**src/rtl/issue_scoreboard_if.sv**
```systemverilog
// Decode-to-scoreboard issue interface: the decoded instruction and flush
// flow into the scoreboard; the stall/issue handshake, writeback select and
// status flow back out.
interface issue_scoreboard_if;
    logic        id_valid;
    logic [4:0]  id_rs1;
    logic [4:0]  id_rs2;
    logic        id_uses_rs1;
    logic        id_uses_rs2;
    logic [4:0]  id_rd;
    logic        id_writes_rd;
    logic [1:0]  id_fu;
    logic        flush;
    logic        stall;
    logic        issue;
    logic        wb_valid;
    logic [4:0]  wb_rd;
    logic [1:0]  wb_fu;
    logic [31:0] busy_mask;
    logic [15:0] stall_count;

    modport master (
        output id_valid, id_rs1, id_rs2, id_uses_rs1, id_uses_rs2,
               id_rd, id_writes_rd, id_fu, flush,
        input  stall, issue, wb_valid, wb_rd, wb_fu, busy_mask, stall_count
    );

    modport slave (
        input  id_valid, id_rs1, id_rs2, id_uses_rs1, id_uses_rs2,
               id_rd, id_writes_rd, id_fu, flush,
        output stall, issue, wb_valid, wb_rd, wb_fu, busy_mask, stall_count
    );
endinterface

```
**src/rtl/issue_scoreboard.sv**
```systemverilog
// Issue scoreboard for the in-order-issue, out-of-order-completion core.
// Keeps a pending bit per architectural register and a shift register of
// write-port reservations indexed by cycles-until-writeback. Decode stalls
// on RAW, WAW and write-port collisions; slot 0 drives the writeback mux.
module issue_scoreboard #(
    parameter int ALU_LAT = 1,
    parameter int MEM_LAT = 2,
    parameter int MUL_LAT = 3,
    parameter int MAXLAT  = 4
) (
    input  logic              clk,
    input  logic              rst,
    issue_scoreboard_if.slave sb
);

    localparam int LW = $clog2(MAXLAT + 1);

    logic [31:0]       pending_r;
    logic [31:0]       pending_next_s;
    logic [MAXLAT-1:0] res_v_r;
    logic [4:0]        res_rd_r [MAXLAT];
    logic [1:0]        res_fu_r [MAXLAT];
    logic [15:0]       stall_count_r;

    logic [LW-1:0]     lat_s;
    logic              wr_s;
    logic              raw_s;
    logic              waw_s;
    logic              port_s;
    logic              stall_s;
    logic              issue_s;
    logic              reserve_s;

    // Unit code to result latency; the reserved code 3 behaves as ALU.
    function automatic logic [LW-1:0] fu_latency(input logic [1:0] fu);
        case (fu)
            2'd1:    fu_latency = LW'(MUL_LAT);
            2'd2:    fu_latency = LW'(MEM_LAT);
            default: fu_latency = LW'(ALU_LAT);
        endcase
    endfunction

    // Hazard detection and the issue/stall decision for the decode slot.
    always_comb begin
        lat_s  = fu_latency(sb.id_fu);
        wr_s   = sb.id_writes_rd && (sb.id_rd != 5'd0);
        raw_s  = (sb.id_uses_rs1 && pending_r[sb.id_rs1]) ||
                 (sb.id_uses_rs2 && pending_r[sb.id_rs2]);
        waw_s  = wr_s && pending_r[sb.id_rd];
        // A latency equal to MAXLAT matches no slot, so it reads as free.
        port_s = 1'b0;
        for (int k = 0; k < MAXLAT; k++) begin
            port_s = port_s | (wr_s & res_v_r[k] & (LW'(k) == lat_s));
        end
        stall_s   = sb.id_valid && !sb.flush && (raw_s || waw_s || port_s);
        issue_s   = sb.id_valid && !sb.flush && !stall_s;
        reserve_s = issue_s && wr_s;
    end

    // Next pending mask: writeback clears, a new issue sets (set wins).
    always_comb begin
        pending_next_s = pending_r;
        if (res_v_r[0]) begin
            pending_next_s[res_rd_r[0]] = 1'b0;
        end else begin
            pending_next_s = pending_next_s;
        end
        if (reserve_s) begin
            pending_next_s[sb.id_rd] = 1'b1;
        end else begin
            pending_next_s = pending_next_s;
        end
        pending_next_s[0] = 1'b0;
    end

    // Reservation shift register: advance one slot per cycle and book the
    // slot that reaches index 0 exactly L cycles after issue.
    always_ff @(posedge clk or negedge rst) begin
        if (!rst) begin
            res_v_r <= '0;
            for (int k = 0; k < MAXLAT; k++) begin
                res_rd_r[k] <= 5'd0;
                res_fu_r[k] <= 2'd0;
            end
        end else begin
            for (int k = 0; k < MAXLAT - 1; k++) begin
                res_v_r[k]  <= res_v_r[k+1];
                res_rd_r[k] <= res_rd_r[k+1];
                res_fu_r[k] <= res_fu_r[k+1];
            end
            res_v_r[MAXLAT-1]  <= 1'b0;
            res_rd_r[MAXLAT-1] <= 5'd0;
            res_fu_r[MAXLAT-1] <= 2'd0;
            if (reserve_s) begin
                for (int k = 0; k < MAXLAT; k++) begin
                    if (LW'(k + 1) == lat_s) begin
                        res_v_r[k]  <= 1'b1;
                        res_rd_r[k] <= sb.id_rd;
                        res_fu_r[k] <= sb.id_fu;
                    end
                end
            end
        end
    end

    // Pending register file.
    always_ff @(posedge clk or negedge rst) begin
        if (!rst) begin
            pending_r <= 32'd0;
        end else begin
            pending_r <= pending_next_s;
        end
    end

    // Saturating stall cycle counter.
    always_ff @(posedge clk or negedge rst) begin
        if (!rst) begin
            stall_count_r <= 16'd0;
        end else if (stall_s && (stall_count_r != 16'hFFFF)) begin
            stall_count_r <= stall_count_r + 16'd1;
        end
    end

    assign sb.stall       = stall_s;
    assign sb.issue       = issue_s;
    assign sb.wb_valid    = res_v_r[0];
    assign sb.wb_rd       = res_rd_r[0];
    assign sb.wb_fu       = res_fu_r[0];
    assign sb.busy_mask   = pending_r;
    assign sb.stall_count = stall_count_r;

endmodule
```
**src/flat_wrapper.sv**
```systemverilog
// flat-port wrapper written by rule: the top's interface ports become plain ports
module issue_scoreboard_flat 
#(
    parameter int ALU_LAT = 1,
    parameter int MEM_LAT = 2,
    parameter int MUL_LAT = 3,
    parameter int MAXLAT  = 4
)
  (clk, rst, sb_id_valid, sb_id_rs1, sb_id_rs2, sb_id_uses_rs1, sb_id_uses_rs2, sb_id_rd, sb_id_writes_rd, sb_id_fu, sb_flush, sb_stall, sb_issue, sb_wb_valid, sb_wb_rd, sb_wb_fu, sb_busy_mask, sb_stall_count);
  issue_scoreboard_if sb_i ();
  input  logic clk;
  input  logic rst;
  input wire logic [$bits(sb_i.id_valid)-1:0] sb_id_valid;
  input wire logic [$bits(sb_i.id_rs1)-1:0] sb_id_rs1;
  input wire logic [$bits(sb_i.id_rs2)-1:0] sb_id_rs2;
  input wire logic [$bits(sb_i.id_uses_rs1)-1:0] sb_id_uses_rs1;
  input wire logic [$bits(sb_i.id_uses_rs2)-1:0] sb_id_uses_rs2;
  input wire logic [$bits(sb_i.id_rd)-1:0] sb_id_rd;
  input wire logic [$bits(sb_i.id_writes_rd)-1:0] sb_id_writes_rd;
  input wire logic [$bits(sb_i.id_fu)-1:0] sb_id_fu;
  input wire logic [$bits(sb_i.flush)-1:0] sb_flush;
  output wire logic [$bits(sb_i.stall)-1:0] sb_stall;
  output wire logic [$bits(sb_i.issue)-1:0] sb_issue;
  output wire logic [$bits(sb_i.wb_valid)-1:0] sb_wb_valid;
  output wire logic [$bits(sb_i.wb_rd)-1:0] sb_wb_rd;
  output wire logic [$bits(sb_i.wb_fu)-1:0] sb_wb_fu;
  output wire logic [$bits(sb_i.busy_mask)-1:0] sb_busy_mask;
  output wire logic [$bits(sb_i.stall_count)-1:0] sb_stall_count;
  assign sb_i.id_valid = sb_id_valid;
  assign sb_i.id_rs1 = sb_id_rs1;
  assign sb_i.id_rs2 = sb_id_rs2;
  assign sb_i.id_uses_rs1 = sb_id_uses_rs1;
  assign sb_i.id_uses_rs2 = sb_id_uses_rs2;
  assign sb_i.id_rd = sb_id_rd;
  assign sb_i.id_writes_rd = sb_id_writes_rd;
  assign sb_i.id_fu = sb_id_fu;
  assign sb_i.flush = sb_flush;
  assign sb_stall = sb_i.stall;
  assign sb_issue = sb_i.issue;
  assign sb_wb_valid = sb_i.wb_valid;
  assign sb_wb_rd = sb_i.wb_rd;
  assign sb_wb_fu = sb_i.wb_fu;
  assign sb_busy_mask = sb_i.busy_mask;
  assign sb_stall_count = sb_i.stall_count;
  issue_scoreboard #(.ALU_LAT(ALU_LAT), .MEM_LAT(MEM_LAT), .MUL_LAT(MUL_LAT), .MAXLAT(MAXLAT)) u_core (.clk(clk), .rst(rst), .sb(sb_i));
endmodule
```
**config.mk**
```make
export PLATFORM = sky130hd
export DESIGN_NAME = issue_scoreboard_flat
export DESIGN_NICKNAME = d
export VERILOG_FILES = /design/src/rtl/issue_scoreboard_if.sv /design/src/rtl/issue_scoreboard.sv /design/src/flat_wrapper.sv
export SDC_FILE = /design/constraint.sdc
export NUM_CORES = 1
export LEC_CHECK = 0
export ABC_AREA = 1
export ABC_CLOCK_PERIOD_IN_PS = 2500
export CAP_MARGIN = 20
export CELL_PAD_IN_SITES_DETAIL_PLACEMENT = 0
export CELL_PAD_IN_SITES_GLOBAL_PLACEMENT = 1
export CORE_MARGIN = 1
export CORE_UTILIZATION = 39
export DETAILED_ROUTE_END_ITERATION = 8
export PLACE_DENSITY_LB_ADDON = 0.1
export RECOVER_POWER = 25
export SETUP_SLACK_MARGIN = 0.5
export SYNTH_ARGS = -nofsm -noshare
export SYNTH_HDL_FRONTEND = slang
export SYNTH_SLANG_ARGS = --single-unit
export TNS_END_PERCENT = 10
```
**constraint.sdc**
```tcl
create_clock -name clk -period 2.5 [get_ports clk]
set_input_delay 0.25 -clock clk [delete_from_list [all_inputs] [get_ports clk]]
set_output_delay 0.25 -clock clk [all_outputs]
set_load 0.005 [all_outputs]
```
Yosys cells after proc, flatten, opt, wreduce, memory -nomap -nowiden
Index checks and enable logic that the tools add are counted.

Add/sub/neg operators: 1. Order comparisons: 6. Equal/unequal tests: 7. Multiplexer cells: 28. Bitwise logic cells: 14. Reduce and logical (&&, ||, !) cells: 18.

Operators by type and width (count): two-way mux 32 bit (2); bitwise AND 32 bit (1); inverter 32 bit (1); bitwise OR 32 bit (1); < comparator 5 x 6 -> 1 bit, second input constant (4); two-way mux 20 bit (1); two-way mux 5 bit (4); adder 16 x 1 -> 16 bit, second input constant (1); inequality test 16 bit, second input constant (1); binary-select mux 1 bit (select 5 bit) (3); logical AND 1 bit (11); demux 1 bit (select 5 bit) (2); >= comparator 5 x 1 -> 1 bit, second input constant (2); two-way mux 1 bit (9); bitwise AND 1 bit (8); two-way mux 2 bit (4); two-way mux 8 bit (1); nonzero test 5 bit (1); equality test 2 bit, first input constant (2); two-way mux 4 bit (1); case mux 2 bit (2 select lines) (1); equality test 3 x 2 -> 1 bit, first input constant (1); logical NOT 3 bit (1); logical OR 1 bit (3); other kinds (5) (8).

Flip-flop bits (word level): 79. Logic and storage cells: 85.

Depth between registers and ports, before layout
Depth in word-level cells: 13. Gate-level depth with buffers: 17. Mapped depth without buffers: 15.

Worst setup path before layout
Ideal clock, no wire load.

Kind: input-to-output. Start: input port sb_id_fu[0]. End: output port sb_issue. Arrival time: 1.804 ns. Setup slack: 0.446 ns. Cell stages on the path: 12. Cells stage by stage: inv_1 -> ha_1 -> clkbuf_1 -> a22oi_1 -> nand3_1 -> nor2_1 -> nand2_1 -> nand2_1 -> nand3_1 -> buf_4 -> buf_4 -> nor3_1.

Longest elaborated chain between the ends: 11. Elaborated cells on any way between the ends: 18. Classes of those cells: eq/ne: 5; mux: 1; bitwise: 7; reduce/logical: 5.

RTL lines: start, declared (line flat_wrapper.sv:20) `input wire logic [$bits(sb_i.id_fu)-1:0] sb_id_fu;`; equality test 2 bit / equality test 2 x 1 -> 1 bit (equally long branches) (line issue_scoreboard.sv:36) `case (fu)`; case mux 2 bit (2 select lines) * (line issue_scoreboard.sv:36); equality test 1 x 2 -> 1 bit / logical NOT 3 bit (equally long branches) (line issue_scoreboard.sv:53) `port_s = port_s | (wr_s & res_v_r[k] & (LW'(k) == lat_s));`; bitwise AND 1 bit (line issue_scoreboard.sv:53); bitwise OR 1 bit (2 in a row) (line issue_scoreboard.sv:53); bitwise OR 1 bit * (line issue_scoreboard.sv:53); logical OR 1 bit * (line issue_scoreboard.sv:55) `stall_s = sb.id_valid && !sb.flush && (raw_s || waw_s || port_s);`; logical AND 1 bit * (line issue_scoreboard.sv:55); logical NOT 1 bit * (line issue_scoreboard.sv:56) `issue_s = sb.id_valid && !sb.flush && !stall_s;`; logical AND 1 bit * (line issue_scoreboard.sv:56); end, declared (line flat_wrapper.sv:23) `output wire logic [$bits(sb_i.issue)-1:0] sb_issue;`.

Mark *: on every way between the ends. The rest lies on a longest branch, timed or not.

Worst setup path in the final report
Start: input port sb_id_rs2[0]. End: output port sb_issue.

Longest elaborated chain between the ends: 9.

RTL lines: start, declared (line flat_wrapper.sv:15) `input wire logic [$bits(sb_i.id_rs2)-1:0] sb_id_rs2;`; binary-select mux 1 bit (select 5 bit) (line issue_scoreboard.sv:48) `(sb.id_uses_rs2 && pending_r[sb.id_rs2]);`; two-way mux 1 bit (implied by the code) (line issue_scoreboard.sv:48); logical AND 1 bit (line issue_scoreboard.sv:48); logical OR 1 bit (line issue_scoreboard.sv:47) `raw_s = (sb.id_uses_rs1 && pending_r[sb.id_rs1]) ||`; logical OR 1 bit (2 in a row) (line issue_scoreboard.sv:55); logical AND 1 bit (line issue_scoreboard.sv:55); logical NOT 1 bit (line issue_scoreboard.sv:56); logical AND 1 bit (line issue_scoreboard.sv:56).

No other way between the ends. The select of a mux whose other input is x is not followed.

==> run_results.csv <==
group,metric,value,unit
route,drt-met1-wl,7250,µm
power,power.ir.vdd_worst,0.372,mV
critical_path,critPathMaxFanout,7,
global_route,grt_pass1_wl,26200,µm
critical_path,cp.arrival,1900,ps
critical_path,r2r_end,"u_core.res_rd_r[8]",
place,place.gp.congestion,0.934,
finish,seqCellArea,0.00177,mm²
critical_path,end_kind,"primary output",
critical_path,worstSetupPathType,"primary input to primary output",
route,wirelength,16500,µm
synthesis,synth_edf_count,0,
route,routed-wl-met3,643,µm
critical_path,required,2250,ps
clock_tree,cts.reportedPaths.clkPinSlew,50,ps
clock_tree,h-tree-depth,3,
timing,max_clock_freq,466,MHz
die,initial_utilization,40.5,%
power,power_leakage,3.37,nW
finish,multi_input_comb_area,0.00277,mm²
synthesis,syn_area,0.00490,mm²
die,die_h,114,µm
route,vias,5428,
synthesis,syn-instance-count,711,
synthesis,synthArstFlopShare,100,%
synthesis,synth_compound_area_share,5.26,%
timing,slew_viol_final,0,
finish,area_growth,42.1,%
finish,fillerInstances,1184,
timing,hold_viol,0,
synthesis,mappedNetlistNets,739,
global_route,grt_max_degree,71,
route,routed.top_layer,"met4",
route,drt_first_iter_violations,354,
finish,drive_gt1_share,23.1,%
synthesis,synth_warnings,0,
clock_tree,cts.path.max_buffers,2,
clock_tree,cts_made_buffers,9,
route,drt-pass1-iter-count,6,
critical_path,crit_path_start_kind,"primary input",
synthesis,ys_seq_area_share,35.7,%
synthesis,synth_xor_area_share,2.32,%
synthesis,synth-seq-cells,70,
synthesis,synth_top_family_by_area,"simple AND/OR/NAND/NOR gates",
finish,utilization,57.5,%
global_route,track_usage,25.8,%
finish,num_antenna_cells,0,
place,port_buffers,80,
clock_tree,cts_tree,"built",
die,rows,40,
timing,timing.final.crit_share,85.9,%
timing,rsz0062_at_grt,"yes",
place,dp_hpwl,11500,µm
run_status,status,"completed",
synthesis,synth_cell_type_count,36,
route,drc,0,
worst_hold_path,min_path_type,"primary input to flop",
timing,setup_viol,0,
route,wl_met2,8290,µm
finish,nNetsFinal,880,
die,die_width,114,µm
timing,hold_ws,377,ps
power,finalPower,3.33,mW
critical_path,rr_startpoint,"u_core.sb.busy_mask[7]",
critical_path,cp-startpoint,"sb_id_rs2[0]",
timing,period_minus_slack,2150,ps
die,core_area,0.0121,mm²
timing,setup_tns,0,ps
clock_tree,root_buffer,"clkbuf_16",
die,die-area,0.0130,mm²
global_route,antenna_found_initial,0,
die,io_pins,82,
route,drtAntennaViolNets,0,
power,power.density,478,mW/mm²
timing,relSlewSlack,65.4,%
synthesis,synth_ff_type,"dfrtp_1",
clock_tree,cts_sinks,70,
synthesis,avgSynthCellArea,6.90,µm²
synthesis,synthAdderAreaFrac,1.02,%
timing,worst_pin_slew,519,ps
finish,most-common-layout-cells,"nand2_1, buf_4, nand4_1",
synthesis,synthMuxAreaShare,2.99,%
synthesis,yosys.area_share.simple,41.6,%
global_route,overflow,0,
job,drv_cap,0,
global_route,grt_pass1_vias,5086,
finish,layout_commonest_cell,"nand2_1",
clock_tree,clock_latency,340,ps
critical_path,endpoint,"sb_issue",
critical_path,r2r_cells,15,
route,vias_per_cell,5.30,
timing,fin_worst_skew,2.80,ps
route,wire_per_inst,16.1,µm
critical_path,rrSetupSlack,390,ps
logic make-up after synthesis:
kind of cell | Yosys count
mux | 13
other cells | 1
fa+ha+maj | 4
compound gates | 51
simple gates | 445
flops | 70
xor+xnor | 13
buf+inv | 114
layer usage:
layer / vias up / global-route usage (%)
li1: 2636 / -
met1: 2581 / 33.6
met2: 180 / 45.0
met3: 31 / 3.02
met4: 0 / 7.71
met5: - / 0
state kept, by name, summed over array words and instances (netlist names):
name,cells
u_core.sb.wb_rd,5
u_core.sb.stall_count,16
u_core.res_v_r,3
u_core.sb.busy_mask,31
u_core.res_rd_r,10
u_core.sb.wb_fu,2
u_core.res_fu_r,3
layout make-up:
type	count	area share (%)
clock buffer	13	3.74
tap	168	3.02
multi-input combinational	527	39.8
clock inverter	3	0.611
timing repair buffer	174	23.6
inverter	70	3.88
sequential	70	25.4
critical path: stages:
cell and delay [ps]:
dlygate4sd2_1 260, buf_6 140, buf_4 160, nand2_1 70, nand3_1 70, nand3_1 100
nand2_1 70, nand2_1 70, nand3b_1 130, nand3_2 150, nand3_4 90, buf_6 130
nor3_2 80, buf_2 130
power by group:
part / switching [mW] / internal [mW]
combinational: 0.414 / 0.375
clock: 0.481 / 0.826
sequential: 0.0599 / 1.18
Yosys cell counts (2+ instances only):
library cell | number | area [µm²]
o21ai_1 | 10 | 50.1
buf_1 | 3 | 11.3
nand4_1 | 66 | 413
buf_2 | 10 | 50.1
buf_4 | 14 | 105
nand3_1 | 74 | 370
nor2_2 | 7 | 43.8
nand2_2 | 2 | 12.5
clkbuf_1 | 11 | 41.3
o21ai_0 | 39 | 195
nor3_1 | 11 | 55.1
buf_6 | 6 | 67.6
inv_2 | 6 | 22.5
nand3_2 | 2 | 20.0
inv_1 | 63 | 236
xnor2_1 | 4 | 35.0
dfrtp_1 | 70 | 1750
xor2_1 | 9 | 78.8
ha_1 | 4 | 50.1
nand2_1 | 224 | 841
nor2_1 | 49 | 184
mux2_2 | 13 | 146
metrics by stage:
stage	cell area (µm²)	std cells	worst slack, ps
2_1_floorplan	4910	711	536
3_3_place_gp	6140	969	-233
3_5_place_dp	6140	969	-247
4_1_cts	6690	1004	369
5_1_grt	6970	1025	265
6_report	6970	1025	352
worst min-delay path by stage:
stage | from | end | slack (ps) | cells after the start
floorplan | rst | u_core.res_fu_r[3] | -50 | 0
global placement | rst | u_core.res_rd_r[13] | 310 | 2
detailed placement | rst | u_core.sb.wb_fu[0] | 310 | 2
CTS | sb_id_fu[1] | u_core.res_fu_r[3] | 390 | 3
global route | sb_id_fu[1] | u_core.res_fu_r[3] | 420 | 3
finish | sb_id_fu[1] | u_core.res_fu_r[3] | 380 | 3
what timing repair did:
action	in CTS	in global routing
endpoints found under the setup margin	72	72
gates resized for setup	54	32
endpoints found under the hold margin	70	0
setup buffers	16	20
pin swaps	20	17
hold buffers	1	0
gates cloned	2	1
No activity file was read; power rests on OpenSTA's default activity.
